**src/rtl/fpga_template_pkg.sv**
```systemverilog
// Shared definitions for the SPI to register-bank bridge.
//   CMD_WRITE / CMD_READ : SPI command opcodes
//   spi_state_e          : bridge FSM state encoding
//   decode_cmd()         : state that follows a received command byte
package fpga_template_pkg;

    localparam logic [7:0] CMD_WRITE = 8'h02;
    localparam logic [7:0] CMD_READ  = 8'h03;

    typedef enum logic [2:0] {
        ST_IDLE,
        ST_CMD,
        ST_ADDR,
        ST_WDATA,
        ST_RDATA,
        ST_IGNORE
    } spi_state_e;

    // Known commands continue with an address byte.
    // Anything else is ignored until the frame ends.
    function automatic spi_state_e decode_cmd(input logic [7:0] cmd);
        if (cmd == CMD_WRITE || cmd == CMD_READ) begin
            return ST_ADDR;
        end
        return ST_IGNORE;
    endfunction

endpackage

```
**src/rtl/spi_rb_bridge_if.sv**
```systemverilog
// Bus bundle between the SPI pins / register bank and the bridge.
//   sclk, cs_n, mosi, miso : SPI mode-0 pins (sclk, cs_n, mosi are asynchronous)
//   address, data_write_in : register-bank address and write data
//   data_read_out          : register-bank read data, registered by the bank
//   reg_en, write_en       : access strobes
//   busy, fsm_state        : frame activity and FSM state for observation
// Strobe semantics: reg_en is high for exactly one clk per register access.
// On a write, write_en is high in that same clk, and address/data_write_in
// are valid in that clk. On a read, the bank must present the addressed
// data on data_read_out in the clk after the reg_en clk. There is no
// back-pressure: the bank must accept every strobe.
interface spi_rb_bridge_if #(
    parameter int ADR_BITS = 8
);
    import fpga_template_pkg::*;

    logic                sclk;
    logic                cs_n;
    logic                mosi;
    logic                miso;
    logic [ADR_BITS-1:0] address;
    logic [7:0]          data_write_in;
    logic [7:0]          data_read_out;
    logic                reg_en;
    logic                write_en;
    logic                busy;
    spi_state_e          fsm_state;

    modport slave (
        input  sclk, cs_n, mosi, data_read_out,
        output miso, address, data_write_in, reg_en, write_en, busy, fsm_state
    );

    modport master (
        output sclk, cs_n, mosi, data_read_out,
        input  miso, address, data_write_in, reg_en, write_en, busy, fsm_state
    );

endinterface

```
**src/rtl/spi_sync.sv**
```systemverilog
// Multi-flop synchroniser for one asynchronous input.
//   clk, resetb : system clock, asynchronous active-low reset
//   d_i         : asynchronous input
//   q_o         : input synchronised to clk, STAGES clocks of latency
// RST_VAL is the value the chain holds during reset. It is chosen as the
// idle level of the input, so that leaving reset does not look like an edge.
module spi_sync #(
    parameter int   STAGES  = 2,
    parameter logic RST_VAL = 1'b0
) (
    input  logic clk,
    input  logic resetb,
    input  logic d_i,
    output logic q_o
);

    logic [STAGES-1:0] sync_q;

    always_ff @(posedge clk or negedge resetb) begin
        if (!resetb) begin
            sync_q <= {STAGES{RST_VAL}};
        end else begin
            sync_q <= (sync_q << 1) | STAGES'(d_i);
        end
    end

    assign q_o = sync_q[STAGES-1];

endmodule

```
**src/rtl/spi_rb_bridge.sv**
```systemverilog
// SPI mode-0 slave that turns frames into register-bank accesses.
// A frame is: command byte, address byte, then one or more data bytes.
//   0x02 = write burst, 0x03 = read burst; other commands are ignored.
// Ports:
//   clk    : system clock; must run at least 8x the sclk frequency
//   resetb : asynchronous active-low reset
//   bus    : spi_rb_bridge_if.slave (SPI pins, register-bank bus, status)
module spi_rb_bridge
    import fpga_template_pkg::*;
#(
    parameter int ADR_BITS    = 8,
    parameter int SYNC_STAGES = 2
) (
    input  logic           clk,
    input  logic           resetb,
    spi_rb_bridge_if.slave bus
);

    localparam int SW = $clog2(SYNC_STAGES + 1);

    logic sclk_s;
    logic cs_n_s;
    logic mosi_s;

    spi_sync #(.STAGES(SYNC_STAGES), .RST_VAL(1'b0)) u_sync_sclk (
        .clk(clk), .resetb(resetb), .d_i(bus.sclk), .q_o(sclk_s)
    );
    spi_sync #(.STAGES(SYNC_STAGES), .RST_VAL(1'b1)) u_sync_cs_n (
        .clk(clk), .resetb(resetb), .d_i(bus.cs_n), .q_o(cs_n_s)
    );
    spi_sync #(.STAGES(SYNC_STAGES), .RST_VAL(1'b0)) u_sync_mosi (
        .clk(clk), .resetb(resetb), .d_i(bus.mosi), .q_o(mosi_s)
    );

    spi_state_e          state_q, state_d;
    logic                sclk_prev_q;
    logic [2:0]          bit_cnt_q, bit_cnt_d;
    logic [7:0]          rx_q, rx_d;
    logic [7:0]          tx_q, tx_d;
    logic [ADR_BITS-1:0] address_q, address_d;
    logic [7:0]          wdata_q, wdata_d;
    logic                reg_en_q, reg_en_d;
    logic                write_en_q, write_en_d;
    logic                rd_wait_q, rd_wait_d;
    logic                is_write_q, is_write_d;
    logic                armed_q, armed_d;
    logic [SW-1:0]       settle_q, settle_d;

    logic                sclk_rise;
    logic                sclk_fall;
    logic [7:0]          rx_byte;
    logic [ADR_BITS-1:0] adr_byte;
    logic                settled;

    assign sclk_rise = sclk_s & ~sclk_prev_q;
    assign sclk_fall = ~sclk_s & sclk_prev_q;
    assign rx_byte   = {rx_q[6:0], mosi_s};
    assign settled   = (settle_q == SW'(SYNC_STAGES));

    generate
        if (ADR_BITS <= 8) begin : g_adr_narrow
            assign adr_byte = rx_byte[ADR_BITS-1:0];
        end else begin : g_adr_wide
            assign adr_byte = {{(ADR_BITS-8){1'b0}}, rx_byte};
        end
    endgenerate

    always_ff @(posedge clk or negedge resetb) begin
        if (!resetb) begin
            state_q     <= ST_IDLE;
            sclk_prev_q <= 1'b0;
            bit_cnt_q   <= 3'd0;
            rx_q        <= 8'h00;
            tx_q        <= 8'h00;
            address_q   <= '0;
            wdata_q     <= 8'h00;
            reg_en_q    <= 1'b0;
            write_en_q  <= 1'b0;
            rd_wait_q   <= 1'b0;
            is_write_q  <= 1'b0;
            armed_q     <= 1'b0;
            settle_q    <= '0;
        end else begin
            state_q     <= state_d;
            sclk_prev_q <= sclk_s;
            bit_cnt_q   <= bit_cnt_d;
            rx_q        <= rx_d;
            tx_q        <= tx_d;
            address_q   <= address_d;
            wdata_q     <= wdata_d;
            reg_en_q    <= reg_en_d;
            write_en_q  <= write_en_d;
            rd_wait_q   <= rd_wait_d;
            is_write_q  <= is_write_d;
            armed_q     <= armed_d;
            settle_q    <= settle_d;
        end
    end

    always_comb begin
        state_d    = state_q;
        bit_cnt_d  = bit_cnt_q;
        rx_d       = rx_q;
        tx_d       = tx_q;
        address_d  = address_q;
        wdata_d    = wdata_q;
        reg_en_d   = 1'b0;
        write_en_d = 1'b0;
        is_write_d = is_write_q;
        settle_d   = settle_q;
        armed_d    = armed_q;

        // After reset, the chain still holds its reset value for a few
        // clocks. cs_n must be seen high once the chain has flushed before
        // a low cs_n counts as a frame start. This way, a frame cut by
        // reset is not resumed halfway through.
        if (!settled) begin
            settle_d = settle_q + SW'(1);
        end
        if (settled && cs_n_s) begin
            armed_d = 1'b1;
        end

        // The bank saw the address during the reg_en clk and presents the
        // data one clk later. That is when the data is captured for miso.
        rd_wait_d = reg_en_q && (state_q == ST_RDATA);
        if (rd_wait_q) begin
            tx_d = bus.data_read_out;
        end else if (sclk_fall && (bit_cnt_q != 3'd0) && (state_q == ST_RDATA)) begin
            // bit_cnt_q == 0 here means the 8th bit was just taken. The
            // following fall must leave the freshly loaded byte in place.
            tx_d = {tx_q[6:0], 1'b0};
        end

        // A write burst advances the address once its strobe has gone out.
        if (write_en_q) begin
            address_d = address_q + ADR_BITS'(1);
        end

        if (cs_n_s) begin
            // The frame has ended or was never started. Any partial byte is dropped.
            state_d   = ST_IDLE;
            bit_cnt_d = 3'd0;
            rx_d      = 8'h00;
        end else begin
            case (state_q)
                ST_IDLE: begin
                    if (armed_q) begin
                        state_d   = ST_CMD;
                        bit_cnt_d = 3'd0;
                    end
                end
                default: begin
                    if (sclk_rise) begin
                        rx_d      = rx_byte;
                        bit_cnt_d = bit_cnt_q + 3'd1;
                        if (bit_cnt_q == 3'd7) begin
                            case (state_q)
                                ST_CMD: begin
                                    is_write_d = (rx_byte == CMD_WRITE);
                                    state_d    = decode_cmd(rx_byte);
                                end
                                ST_ADDR: begin
                                    address_d = adr_byte;
                                    reg_en_d  = ~is_write_q;
                                    state_d   = is_write_q ? ST_WDATA : ST_RDATA;
                                end
                                ST_WDATA: begin
                                    wdata_d    = rx_byte;
                                    write_en_d = 1'b1;
                                    reg_en_d   = 1'b1;
                                end
                                ST_RDATA: begin
                                    address_d = address_q + ADR_BITS'(1);
                                    reg_en_d  = 1'b1;
                                end
                                default: begin
                                end
                            endcase
                        end
                    end
                end
            endcase
        end
    end

    assign bus.miso          = (state_q == ST_RDATA) & tx_q[7];
    assign bus.address       = address_q;
    assign bus.data_write_in = wdata_q;
    assign bus.reg_en        = reg_en_q;
    assign bus.write_en      = write_en_q;
    assign bus.busy          = (state_q != ST_IDLE);
    assign bus.fsm_state     = state_q;

endmodule
```
**src/flat_wrapper.sv**
```systemverilog
// flat-port wrapper written by rule: the top's interface ports become plain ports
module spi_rb_bridge_flat import fpga_template_pkg::*;
#(
    parameter int ADR_BITS    = 8,
    parameter int SYNC_STAGES = 2
)
  (clk, resetb, bus_sclk, bus_cs_n, bus_mosi, bus_data_read_out, bus_miso, bus_address, bus_data_write_in, bus_reg_en, bus_write_en, bus_busy, bus_fsm_state);
  spi_rb_bridge_if #(.ADR_BITS(ADR_BITS)) bus_i ();
  input  logic clk;
  input  logic resetb;
  input wire logic [$bits(bus_i.sclk)-1:0] bus_sclk;
  input wire logic [$bits(bus_i.cs_n)-1:0] bus_cs_n;
  input wire logic [$bits(bus_i.mosi)-1:0] bus_mosi;
  input wire logic [$bits(bus_i.data_read_out)-1:0] bus_data_read_out;
  output wire logic [$bits(bus_i.miso)-1:0] bus_miso;
  output wire logic [$bits(bus_i.address)-1:0] bus_address;
  output wire logic [$bits(bus_i.data_write_in)-1:0] bus_data_write_in;
  output wire logic [$bits(bus_i.reg_en)-1:0] bus_reg_en;
  output wire logic [$bits(bus_i.write_en)-1:0] bus_write_en;
  output wire logic [$bits(bus_i.busy)-1:0] bus_busy;
  output wire logic [$bits(bus_i.fsm_state)-1:0] bus_fsm_state;
  assign bus_i.sclk = bus_sclk;
  assign bus_i.cs_n = bus_cs_n;
  assign bus_i.mosi = bus_mosi;
  assign bus_i.data_read_out = bus_data_read_out;
  assign bus_miso = bus_i.miso;
  assign bus_address = bus_i.address;
  assign bus_data_write_in = bus_i.data_write_in;
  assign bus_reg_en = bus_i.reg_en;
  assign bus_write_en = bus_i.write_en;
  assign bus_busy = bus_i.busy;
  assign bus_fsm_state = bus_i.fsm_state;
  spi_rb_bridge #(.ADR_BITS(ADR_BITS), .SYNC_STAGES(SYNC_STAGES)) u_core (.clk(clk), .resetb(resetb), .bus(bus_i));
endmodule
```
**config.mk**
```make
export PLATFORM = sky130hd
export DESIGN_NAME = spi_rb_bridge_flat
export DESIGN_NICKNAME = d
export VERILOG_FILES = /design/src/rtl/fpga_template_pkg.sv /design/src/rtl/spi_rb_bridge_if.sv /design/src/rtl/spi_sync.sv /design/src/rtl/spi_rb_bridge.sv /design/src/flat_wrapper.sv
export SDC_FILE = /design/constraint.sdc
export NUM_CORES = 1
export LEC_CHECK = 0
export BUFFER_PORTS_ARGS = -buffer_cell sky130_fd_sc_hd__buf_2
export CORE_AREA = 2 2 104 106
export DETAILED_ROUTE_END_ITERATION = 10
export DIE_AREA = 0 0 106 108
export SETUP_SLACK_MARGIN = 0.15
export SLEW_MARGIN = 20
export SYNTH_ARGS = -nofsm -noshare
export SYNTH_HDL_FRONTEND = slang
export SYNTH_HIERARCHICAL = 1
export SYNTH_SLANG_ARGS = --single-unit
```
**constraint.sdc**
```tcl
create_clock -name clk -period 4.1 [get_ports clk]
set_clock_uncertainty 0.1 [all_clocks]
set_input_delay 0.205 -clock clk [delete_from_list [all_inputs] [get_ports clk]]
set_output_delay 0.205 -clock clk [all_outputs]
set_load 0.01 [all_outputs]
```
==> Word level (Yosys, flattened, before mapping) <==
Index checks and enable logic that the tools add are counted.
Widths: inputs -> output; s select.
{ "word_totals": {"regBits": 51, "input_bits": 13} }
{ "op_classes": {"add_sub_neg": 3, "eq_ne": 10, "muxes": 40, "bitwise_logic": 11, "reduce_logical": 19} }
{ "ops": {"columns": ["op", "count"], "rows": [
  ["$mux 8", 7],
  ["$mux 3", 12],
  ["$mux 7", 3],
  ["$eq 8x2->1 const B", 2],
  ["$pmux 8 s2", 1],
  ["$mux 1", 15],
  ["$reduce_bool 3->1", 4],
  ["$reduce_and 5->1", 2],
  ["$add 8x1->8 const B", 1],
  ["$eq 3x2->1 const B", 2],
  ["$eq 3x3->1 const B", 2],
  ["$or 2x1->2", 3],
  ["$pmux 3 s2", 1],
  ["$not 1->1", 5],
  ["$logic_and 1x1->1", 4],
  ["$reduce_and 2->1", 2],
  ["$reduce_and 4->1", 1],
  ["$reduce_bool 2->1", 2],
  ["$reduce_bool 4->1", 1],
  ["$add 3x1->3 const B", 1],
  ["$and 1x1->1", 3],
  ["$eq 3x1->1 const B", 1],
  ["$logic_not 3->1", 1],
  ["$ne 3x2->1 const B", 1],
  ["6 further kinds", 6]
]} }

==> Logic depth before layout (Yosys ltp) <==
Gate-level depths: netlist of run 1.
{ "depth": {"depth_word": 14, "mapped_depth": 7} }

==> Cells and area by module <==
The synthesis of run 1 kept the hierarchy.
{ "modules_own_cells": {"columns": ["mod", "instances", "cells_per_inst", "area_per_inst_um2", "seq_area_each_um2"], "rows": [
  ["spi_rb_bridge", 1, 238, 2374.8, 1126.1],
  ["spi_sync (u_core.u_sync_mosi ...)", 2, 2, 50.0, 50.0],
  ["spi_sync (u_core.u_sync_cs_n)", 1, 2, 52.6, 52.6]
]} }

==> Worst setup path before layout of run 1 <==
OpenSTA, ideal clock, no wires.
{ "synth_timing": {"path_type": "register to register", "start": "register u_core.bit_cnt_q[0]", "end": "register u_core.wdata_q[0], in the netlist u_core/bus.data_write_in[0]", "arrival_time_ps": 1698, "slack_ps": 2175, "stages_incl_launch_ff": 8, "n_path_buf": 2, "path_cell_list": "dfrtp_1 ha_1 ha_1 nor4bb_1 buf_2 and3_1 buf_4 mux2_1"} }
{ "synth_via": {"elab_chain_len": 2} }
{ "synth_lines": {"columns": ["element", "line_no", "source"], "rows": [
  ["start, declared", "spi_rb_bridge.sv:37", "logic [2:0] bit_cnt_q, bit_cnt_d;"],
  ["start signal, assigned", "spi_rb_bridge.sv:86", "bit_cnt_q <= bit_cnt_d;"],
  ["$eq 3x3->1", "spi_rb_bridge.sv:157", "if (bit_cnt_q == 3'd7) begin"],
  ["$reduce_and 5->1 (no source line)", null, null],
  ["end signal, assigned", "spi_rb_bridge.sv:90", "wdata_q <= wdata_d;"],
  ["end, declared", "spi_rb_bridge.sv:41", "logic [7:0] wdata_q, wdata_d;"]
]} }
Every way passes these cells.
A chain may end at the register's enable or synchronous reset.

==> Worst setup path after layout of run 1 <==
{ "layout_timing": {"start": "register u_core.bit_cnt_q[0]", "end": "register u_core.wdata_q[1], in the netlist u_core/bus.data_write_in[1]"} }
Same word-level chain as after synthesis.

==> results of run 1 <==
## cells by family (layout without fill, tap and decap cells)
| logic type | Yosys count | in the layout | share of synthesized area |
|---|---|---|---|
| simple gates | 79 | 79 | 0.170 |
| mux | 18 | 18 | 0.0762 |
| xor+xnor | 9 | 9 | 0.0312 |
| fa+ha+maj | 5 | 5 | 0.0248 |
| compound gates | 59 | 59 | 0.152 |
| flops | 51 | 51 | 0.506 |
| buf+inv | 23 | 55 | 0.0396 |
## sequential cells by signal (all words and copies together), names as in the netlist, 2 cells and up
name                       cells
u_core/settle_q                2
u_core/rx_q                    7
u_core/u_sync_sclk/sync_q      2
u_core/tx_q                    8
u_core/u_sync_cs_n/sync_q      2
u_core/u_sync_mosi/sync_q      2
u_core/bit_cnt_q               3
u_core/bus.fsm_state           3
u_core/bus.address             8
u_core/bus.data_write_in       8
## power by group
group | switching (W) | internal, W
sequential | 0.0000150 | 0.000510
combinational | 0.0000382 | 0.0000207
clock | 0.000159 | 0.000139
total | 0.000212 | 0.000669
## Yosys cell counts (all sizes together), types with 4 or more instances
library cell   n
nor3           5
and3           5
a21oi         12
nor2           9
nand2         29
inv            7
buf           10
mux2i          8
o21ai         22
clkbuf         6
nor3b          4
xor2           4
dfrtp         49
xnor2          5
nand3          6
mux2          10
a22o           4
ha             5
## routing by layer
layer  GRT usage  vias up  routed length (um)
met5           0        -                   0
met4      0.0367        0                  59
met3      0.0241        7                 378
met2       0.161       81                2580
met1       0.149      966                2730
li1            -      943                   -
## worst max-delay path: cells and delay by family (launching register included)
kind,cells,cell delay [ps]
flip-flops,1,380
multiplexers,1,360
adder cells (fa/ha/maj),2,330
AND/OR/NAND/NOR,2,1490
## metrics by stage
step | setup WS (ps) | cells | instance area (um^2) | hold WS [ps]
4_1_cts | 1330 | 412 | 2940 | 6.98
2_1_floorplan | 2170 | 244 | 2530 | -191
5_1_grt | 1100 | 412 | 2940 | 7.39
3_5_place_dp | 1370 | 400 | 2810 | 215
3_3_place_gp | 1520 | 400 | 2810 | 216
6_report | 1300 | 412 | 2940 | 20.5
## worst max-delay path by stage
stage                                        to  cells past startpoint
CTS                 u_core/bus.data_write_in[1]                      5
finish              u_core/bus.data_write_in[1]                      5
global route        u_core/bus.data_write_in[3]                      5
floorplan           u_core/bus.data_write_in[0]                      7
global placement    u_core/bus.data_write_in[0]                      5
detailed placement  u_core/bus.data_write_in[1]                      5
## layout by cell type, fill, tap and decap left out, types with 5 or more instances in the layout
cell type / Yosys / routed
sky130_fd_sc_hd__and3_1: 5 / 5
sky130_fd_sc_hd__inv_1: 7 / 7
sky130_fd_sc_hd__clkbuf_8: 0 / 6
sky130_fd_sc_hd__xnor2_1: 5 / 5
sky130_fd_sc_hd__o21ai_0: 10 / 10
sky130_fd_sc_hd__ha_1: 5 / 5
sky130_fd_sc_hd__nor2_1: 9 / 9
sky130_fd_sc_hd__mux2i_1: 8 / 8
sky130_fd_sc_hd__nand2_1: 29 / 29
sky130_fd_sc_hd__buf_2: 8 / 35
sky130_fd_sc_hd__a21oi_1: 12 / 12
sky130_fd_sc_hd__nand3_1: 6 / 6
sky130_fd_sc_hd__mux2_1: 8 / 8
sky130_fd_sc_hd__o21ai_1: 12 / 12
sky130_fd_sc_hd__dfrtp_1: 49 / 49
## cell type report
cell class	instances	area [um^2]
Fill cell	1063	7290
Multi-Input combinational cell	170	1150
Tap cell	136	170
Clock inverter	1	8.76
Inverter	7	26.3
Clock buffer	7	86.3
Timing Repair Buffer	40	223
Sequential cell	51	1280
## repair_timing
item | CTS | global route
resized for setup | 0 | 0
endpoints found under the hold margin | 52 | 0
hold buffers | 4 | 0
==> results.yml, run 1 <==
die:
  dieHeight_um: 108
  fp.dieArea_um2: 11400
  starting_density_of_the_core: 0.247
  ios: 36
  core-area_um2: 10200
  fp.dieW_um: 106
  num_rows: 37
clock_network:
  ctsRootBufferMaster: "sky130_fd_sc_hd__clkbuf_8"
  cts_max_level: 2
  cts.repair_timing.setup_buffer_count: 0
  clock_tree.buffer_depth: 2
  post_cts_clock_slew_at_the_launch_and_capture_registers_of_the_worst_setup_and_hold_paths_ps: 90
  clock_sink_count: 51
  clock_insertion_delay_worst_skew_ps: 290
  cts_made_buffers: 5
  cts_tree: "done"
grt:
  grt_max_degree: 52
  grt_pass1_wl_um: 9650
  globalRouteOverflowTotal: 0
  globalRouteTotalUtil: 0.106
  antenna_found_initial: 0
  first_global_vias: 1914
layout:
  layout_area_growth_over_synthesis_pct: 16.4
  drive_gt1_frac: 0.185
  finalCoreUtilization: 0.288
  design.final.nets: 293
  num_antenna_cells: 0
flow_run:
  max_cap_viol_count: 0
yosys:
  postSynthCellCount: 244
  netlist_area_um2: 2530
  largest_area_contributor_in_the_netlist: "sky130_fd_sc_hd__dfrtp_1"
  ys_warn_count: 6
  post-synth-top-area-fraction: 0.485
  ys.flop_type: "sky130_fd_sc_hd__dfrtp_1"
  yosys.cell_types.count: 53
  synth_fp_nets: 262
  synth_async_sr_flop_share: 1.00
  yosysSeqAreaShare: 0.506
  synth-edff-count: 0
  synth.ff_latch_count: 51
  mean_area_per_synthesized_cell_um2: 10.4
  synth_top_area_cells: "sky130_fd_sc_hd__dfrtp_1 49%, sky130_fd_sc_hd__nand2_1 4.3%, sky130_fd_sc_hd__mux2_1 3.6%, sky130_fd_sc_hd__mux2i_1 3.2%, sky130_fd_sc_hd__ha_1 2.5%"
placement:
  io_buffer_count: 35
  place.detailed.hpwl_um: 3980
  globalplace.congestion: 0.806
worst_setup_path:
  cpPeakStageDelay_ps: 930
  worst-r2r-cell-count: 5
  crit_path_frequent_cell: "sky130_fd_sc_hd__ha_1"
  cp_max_fo: 9
  critical_path.slowest_cell: "sky130_fd_sc_hd__nor4bb_1"
  start_kind: "flip-flop"
  setup.worst_path.start: "u_core/bit_cnt_q[0]"
  cp_data_required_time_ps: 4180
  class_of_the_most_critical_setup_path: "reg2reg"
  worstPathCellList: "ha_1 -> ha_1 -> nor4bb_1 -> and3_1 -> mux2_1"
  critPathArrivalTime_ps: 2870
  timing.rr.start: "u_core/bit_cnt_q[0]"
  crit_path_end_kind: "flip-flop"
  critical_path.reg2reg.endpoint: "u_core/bus.data_write_in[1]"
  rrSetupSlack_ps: 1300
power_and_ir_drop:
  power.density_cell_area_nw_per_um2: 300
  power.total_w: 0.000882
  p_leak_nw: 1.34
  ir_worst_vdd_mv: 0.112
drt:
  first_pass_iters: 4
  number_of_vias_per_cell: 4.85
  postRouteAntennaNets: 0
  routed_wire_length_per_instance_um: 13.9
  drc_markers: 0
  drt-total-wl_um: 5740
  drt_first_iter_violations: 133
  via_count: 1997
sta:
  report.final.hold_viol_count: 0
  setup_violations: 0
  slew_worst_pin_ps: 1080
  slew-limit-headroom: 0.269
  clock.fmax_mhz: 358
  final-max-slew-violation-count: 0
  finalCriticalPeriod_ps: 2800
  final.period_utilization: 0.682
  setup_total_negative_slack_ps: 0
  setup_repair_after_global_routing_missed_its_margin: "false"
min_path:
  hold_depth: 3
  hp-class: "in2reg"
  timing.hold.worst_endpoint: "u_core/tx_q[2]"
  hold_path_startpoint: "bus_data_read_out[2]"
outcome:
  outcome: "completed"
Power figures use the tool's default switching activity.
==> run 2, diff against run 1 <==
==> constraint.sdc (replaced) <==
create_clock -name clk -period 2.25 [get_ports clk]
set_clock_uncertainty 0.1 [all_clocks]
set_input_delay 0.1125 -clock clk [delete_from_list [all_inputs] [get_ports clk]]
set_output_delay 0.1125 -clock clk [all_outputs]
set_load 0.01 [all_outputs]
==> results.yml, run 2 (synthesis results as in run 1) <==
clock_network:
  clock_tree.buffer_depth: 2
  clock_sink_count: 51
  clock_insertion_delay_worst_skew_ps: 310
  post_cts_clock_slew_at_the_launch_and_capture_registers_of_the_worst_setup_and_hold_paths_ps: 100
  ctsRootBufferMaster: "sky130_fd_sc_hd__clkbuf_8"
  cts.repair_timing.setup_buffer_count: 0
  cts_tree: "done"
  cts_made_buffers: 5
  cts_max_level: 2
worst_setup_path:
  setup.worst_path.start: "u_core/bit_cnt_q[0]"
  critical_path.endpoint: "u_core/bus.data_write_in[1]"
  crit_path_frequent_cell: "sky130_fd_sc_hd__ha_1"
  worstSetupPathDepth: 5
  rrSetupSlack_ps: 280
  cpPeakStageDelay_ps: 390
  critical_path.reg2reg.endpoint: "u_core/bus.data_write_in[1]"
  start_kind: "flip-flop"
  path_buf_inv: 0
  cp_max_fo: 9
  critical_path.slowest_cell: "sky130_fd_sc_hd__dfrtp_1"
  class_of_the_most_critical_setup_path: "reg2reg"
  timing.rr.start: "u_core/bit_cnt_q[0]"
  worstPathCellList: "ha_1 -> ha_1 -> nor4bb_4 -> and3_4 -> mux2_1"
  critPathArrivalTime_ps: 2050
  cp_data_required_time_ps: 2340
  worst-r2r-cell-count: 5
  critical-path-top-delay-family: "simple AND/OR/NAND/NOR gates"
  crit_path_end_kind: "flip-flop"
sta:
  setup_total_negative_slack_ps: 0
  clock.fmax_mhz: 509
  setup_repair_after_global_routing_missed_its_margin: "false"
  slew_worst_pin_ps: 703
  slew-limit-headroom: 0.531
  final-max-slew-violation-count: 0
  report.final.hold_viol_count: 0
  final.period_utilization: 0.873
  finalCriticalPeriod_ps: 1970
  setup_ws_ps: 285
  setup_violations: 0
layout:
  layout_area_growth_over_synthesis_pct: 25.4
  drive_gt1_frac: 0.224
  n_fill_cell: 1047
  num_antenna_cells: 0
  final_common_cell: "sky130_fd_sc_hd__dfrtp_1"
  multi_input_comb_area_um2: 1170
  layout.cells.most_common_list: "49 x sky130_fd_sc_hd__dfrtp_1, 35 x sky130_fd_sc_hd__buf_2, 29 x sky130_fd_sc_hd__nand2_1"
  design.final.nets: 312
  seqCellArea_um2: 1280
placement:
  place.detailed.hpwl_um: 4120
  globalplace.congestion: 0.820
  io_buffer_count: 35
  placement.setup.worst_slack_ps: 69.4
power_and_ir_drop:
  switching_share: 0.227
  seq_power_share: 0.518
  combPwrFrac: 0.070
  p_leak_nw: 1.45
  power.density_cell_area_nw_per_um2: 583
  p_int_w: 0.00143
  total_switching_power_w: 0.000419
  ir_worst_vdd_mv: 0.252
  share_clk_of_total_power: 0.412
outcome:
  outcome: "completed"
grt:
  grt_max_degree: 32
  antenna_found_initial: 0
  grt_pass1_wl_um: 9950
  globalRouteOverflowTotal: 0
  globalRouteTotalUtil: 0.109
  first_global_vias: 1974
die:
  ios: 36
  fp.dieArea_um2: 11400
  core-area_um2: 10200
  dieHeight_um: 108
  fp.dieW_um: 106
  num_rows: 37
  starting_density_of_the_core: 0.247
drt:
  drc_markers: 0
  via_count: 2043
  first_pass_iters: 4
  postRouteAntennaNets: 0
  drt_first_iter_violations: 107
  drt-total-wl_um: 5840
  number_of_vias_per_cell: 4.74
  routed_wire_length_per_instance_um: 13.5
flow_run:
  max_cap_viol_count: 0
min_path:
  hp-class: "reg2reg"
[run 2: worst register-to-register path: cells and delay by family (launching register included)]
kind,cells,cell delay (ps)
adders and majority gates,2,390
DFF,1,390
muxes,1,340
and+or+nand+nor,2,630
[run 2: routing by layer]
layer | global-route usage | vias up | wire length, um
met5 | 0 | - | 0
met2 | 0.171 | 59 | 2640
met1 | 0.147 | 991 | 2780
met4 | 0.0385 | 0 | 112
met3 | 0.0241 | 11 | 306
li1 | - | 982 | -
[run 2: layout make-up]
class,count,area share
flip-flops and latches,51,0.403
multi-input cells,170,0.370
repair buffers,59,0.122
well taps,136,0.0537
clock buffers,5,0.0217
clock inverters,3,0.0213
inverters,7,0.00829
[run 2: what timing repair did]
| action | 4_1_cts | 5_1_grt |
|---|---|---|
| endpoints found under the hold margin | 40 | 0 |
| hold buffers | 12 | 0 |
| gates cloned | 0 | 0 |
| setup endpoints to repair | 8 | 16 |
| gates resized for setup | 1 | 4 |
[run 2: worst min path at each step]
stage                                 start  cells after the start                            to
2_1_floorplan                        resetb                      0                u_core/armed_q
3_3_place_gp                         resetb                      1   u_core/bus.data_write_in[4]
3_5_place_dp                         resetb                      1   u_core/bus.data_write_in[4]
4_1_cts        u_core/u_sync_mosi/sync_q[0]                      0  u_core/u_sync_mosi/sync_q[1]
5_1_grt        u_core/u_sync_sclk/sync_q[0]                      0  u_core/u_sync_sclk/sync_q[1]
6_report       u_core/u_sync_mosi/sync_q[0]                      0  u_core/u_sync_mosi/sync_q[1]
[run 2: power groups by stage]
stage	clock (W)	combinational [W]	sequential, W
final	0.000761	0.000129	0.000957
after global routing	0.000826	0.000147	0.000961
after CTS	0.000783	0.000131	0.000956
after detailed placement	0	0.000114	0.000974
after global placement	0	0.000112	0.000974
after floorplan	0	0.0000679	0.000957
[run 2: through the flow]
step	std cells	util	cell area (um^2)	hold slack [ps]	power, W
floorplan	244	-	2530	-283	0.00103
global placement	411	0.282	2890	96.2	0.00109
detailed placement	411	0.282	2890	104	0.00109
CTS	431	0.308	3150	258	0.00187
global route	431	0.310	3170	269	0.00193
finish	431	0.310	3170	255	0.00185
==> run 3, diff against run 2 <==
--- a/config.mk
+++ b/config.mk
@@ -5,10 +5,11 @@
 export SDC_FILE = /design/constraint.sdc
 export NUM_CORES = 1
 export LEC_CHECK = 0
+export ABC_AREA = 1
 export BUFFER_PORTS_ARGS = -buffer_cell sky130_fd_sc_hd__buf_2
-export CORE_AREA = 2 2 104 106
+export CORE_AREA = 2 2 85 128
 export DETAILED_ROUTE_END_ITERATION = 10
-export DIE_AREA = 0 0 106 108
+export DIE_AREA = 0 0 87 130
 export SETUP_SLACK_MARGIN = 0.15
 export SLEW_MARGIN = 20
 export SYNTH_ARGS = -nofsm -noshare
==> results.yml, run 3 <==
grt:
  globalRouteOverflowTotal: 0
  grt_pass1_wl_um: 9220
  first_global_vias: 1962
  globalRouteTotalUtil: 0.104
  grt_max_degree: 52
  antenna_found_initial: 0
yosys:
  synth_common_cells: "71 x sky130_fd_sc_hd__nand2_1, 49 x sky130_fd_sc_hd__dfrtp_1, 38 x sky130_fd_sc_hd__inv_1"
  mean_area_per_synthesized_cell_um2: 8.58
  yosys.cell_count.top_type: "sky130_fd_sc_hd__nand2_1"
  synth_fp_nets: 311
  ys_warn_count: 6
  synth.ff_latch_count: 51
  netlist_area_um2: 2510
  ys.flop_type: "sky130_fd_sc_hd__dfrtp_1"
  post-synth-top-area-fraction: 0.488
  synth-edff-count: 0
  yosys.cell_types.count: 32
  synth_top_area_cells: "sky130_fd_sc_hd__dfrtp_1 49%, sky130_fd_sc_hd__nand2_1 11%, sky130_fd_sc_hd__inv_1 5.7%, sky130_fd_sc_hd__o21ai_1 4.4%, sky130_fd_sc_hd__nand3_1 4.2%"
  yosysSeqAreaShare: 0.508
  postSynthCellCount: 293
  synth_async_sr_flop_share: 1.00
  largest_area_contributor_in_the_netlist: "sky130_fd_sc_hd__dfrtp_1"
clock_network:
  clock_sink_count: 51
  ctsRootBufferMaster: "sky130_fd_sc_hd__clkbuf_16"
  cts_max_level: 2
  cts.repair_timing.setup_buffer_count: 0
  clock_insertion_delay_worst_skew_ps: 290
  clock_tree.buffer_depth: 2
  post_cts_clock_slew_at_the_launch_and_capture_registers_of_the_worst_setup_and_hold_paths_ps: 70
  cts_made_buffers: 5
  cts_tree: "done"
drt:
  routed_wire_length_per_instance_um: 12.2
  drt_first_iter_violations: 96
  via_count: 2035
  drc_markers: 0
  postRouteAntennaNets: 0
  met3WireLength_um: 280
  detail_route.wirelength.met1_um: 2380
  first_pass_iters: 4
  routed-wl-met2_um: 2880
  topRoutingLayerUsed: "met4"
  drt-total-wl_um: 5600
  number_of_vias_per_cell: 4.44
outcome:
  outcome: "completed"
die:
  fp.dieW_um: 87
  ios: 36
  num_rows: 46
  starting_density_of_the_core: 0.244
  fp.dieArea_um2: 11300
  core-area_um2: 10300
  dieHeight_um: 130
sta:
  clock.fmax_mhz: 577
  finalCriticalPeriod_ps: 1730
  final-max-slew-violation-count: 0
  setup_violations: 0
  report.final.hold_viol_count: 0
  slew-limit-headroom: 0.563
  final.period_utilization: 0.770
  slew_worst_pin_ps: 655
  setup_repair_after_global_routing_missed_its_margin: "false"
  setup_total_negative_slack_ps: 0
placement:
  io_buffer_count: 35
  globalplace.congestion: 0.818
  place.detailed.hpwl_um: 4060
  placed_cell_area_um2: 2820
  numPlacedInstances: 445
power_and_ir_drop:
  p_leak_nw: 1.49
  ir_worst_vdd_mv: 0.362
  power.density_cell_area_nw_per_um2: 799
layout:
  post_layout_nonfiller_instances: 458
  layout_area_growth_over_synthesis_pct: 20.1
  final_common_cell: "sky130_fd_sc_hd__nand2_1"
  layout.cells.most_common_list: "71 x sky130_fd_sc_hd__nand2_1, 49 x sky130_fd_sc_hd__dfrtp_1, 38 x sky130_fd_sc_hd__inv_1"
  final_design_area_no_fill_um2: 3020
  design.final.nets: 355
  n_fill_cell: 1090
  drive_gt1_frac: 0.198
  num_antenna_cells: 0
flow_run:
  max_cap_viol_count: 0
worst_setup_path:
  crit_path_end_kind: "flip-flop"
  cp_data_required_time_ps: 2280
  timing.rr.start: "u_core/bit_cnt_q[0]"
  cp_max_fo: 18
  critPathArrivalTime_ps: 1760
  setup.worst_path.start: "u_core/bit_cnt_q[0]"
  start_kind: "flip-flop"
  class_of_the_most_critical_setup_path: "reg2reg"
min_path:
  hold_path_startpoint: "bus_data_read_out[1]"
  hp-class: "in2reg"
[run 3: changes by cell type in the layout (fill, tap and decap cells not counted), sizes merged, moves of 8 or more]
cell,change
buf,-11
inv,+36
nand2,+52
o21ai,+20
mux2,-10
o22ai,+8
nand3,+16
[run 3: where the power goes]
group	internal (W)	total, W	switching, W	leakage [nW]
clock	0.000422	0.000778	0.000356	0.0719
combinational	0.000186	0.000557	0.000371	0.763
sequential	0.00101	0.00108	0.0000638	0.650
total	0.00162	0.00241	0.000791	1.49
[run 3: routing by layer]
layer	track usage	vias to the layer above
met5	0	-
met4	0.0331	0
met3	0.0304	4
met2	0.184	42
met1	0.120	950
li1	-	1039
[run 3: layout make-up]
| class | instances | area [um^2] | share of cell area |
|---|---|---|---|
| Inverter | 43 | 164 | 0.0543 |
| Clock inverter | 3 | 27.5 | 0.00911 |
| Timing Repair Buffer | 41 | 233 | 0.0771 |
| Sequential cell | 51 | 1280 | 0.423 |
| Tap cell | 120 | 150 | 0.0497 |
| Multi-Input combinational cell | 195 | 1040 | 0.345 |
| Clock buffer | 5 | 125 | 0.0414 |
[run 3: timing repair]
action	4_1_cts	5_1_grt
hold buffers	5	0
gates resized for setup	0	0
endpoints found under the hold margin	53	0
[run 3: path summary, 6_finish.rpt]
path | endpoint | slack [ps] | cells after the start
max in group asynchronous | u_core/sclk_prev_q | 1240 | 3
hold reg to reg | u_core/u_sync_sclk/sync_q[1] | 250 | 0
hold / removal | u_core/tx_q[1] | 40 | 5
setup / recovery | u_core/bus.reg_en | 520 | 6
min in group asynchronous | u_core/bus.data_write_in[3] | 360 | 3
setup reg to reg | u_core/bus.reg_en | 520 | 6
[run 3: metrics by stage]
step / setup WS (ps) / total power, W / utilization / hold WS, ps
finish: 517 / 0.00241 / 0.293 / 40.2
global route: 371 / 0.00257 / 0.293 / 93.0
CTS: 526 / 0.00245 / 0.293 / 37.2
detailed placement: 564 / 0.00165 / 0.274 / 120
global placement: 620 / 0.00163 / 0.274 / 120
floorplan: 742 / 0.00149 / - / -283
[run 3: cell families after synthesis]
family,synth area share
multiplexers,0.00398
flip-flops,0.508
AND/OR/NAND/NOR,0.227
XOR/XNOR,0.0209
adder cells (fa/ha/maj),0.0249
AO/OA/AOI/OAI,0.137
buffers and inverters,0.0771
[run 3: worst max-delay path, stage by stage (launching register included)]
cell	delay, ps
sky130_fd_sc_hd__dfrtp_1	380
sky130_fd_sc_hd__ha_1	200
sky130_fd_sc_hd__ha_1	200
sky130_fd_sc_hd__nand3_1	120
sky130_fd_sc_hd__nor2_2	70
sky130_fd_sc_hd__nand2_2	260
sky130_fd_sc_hd__o21ai_0	220
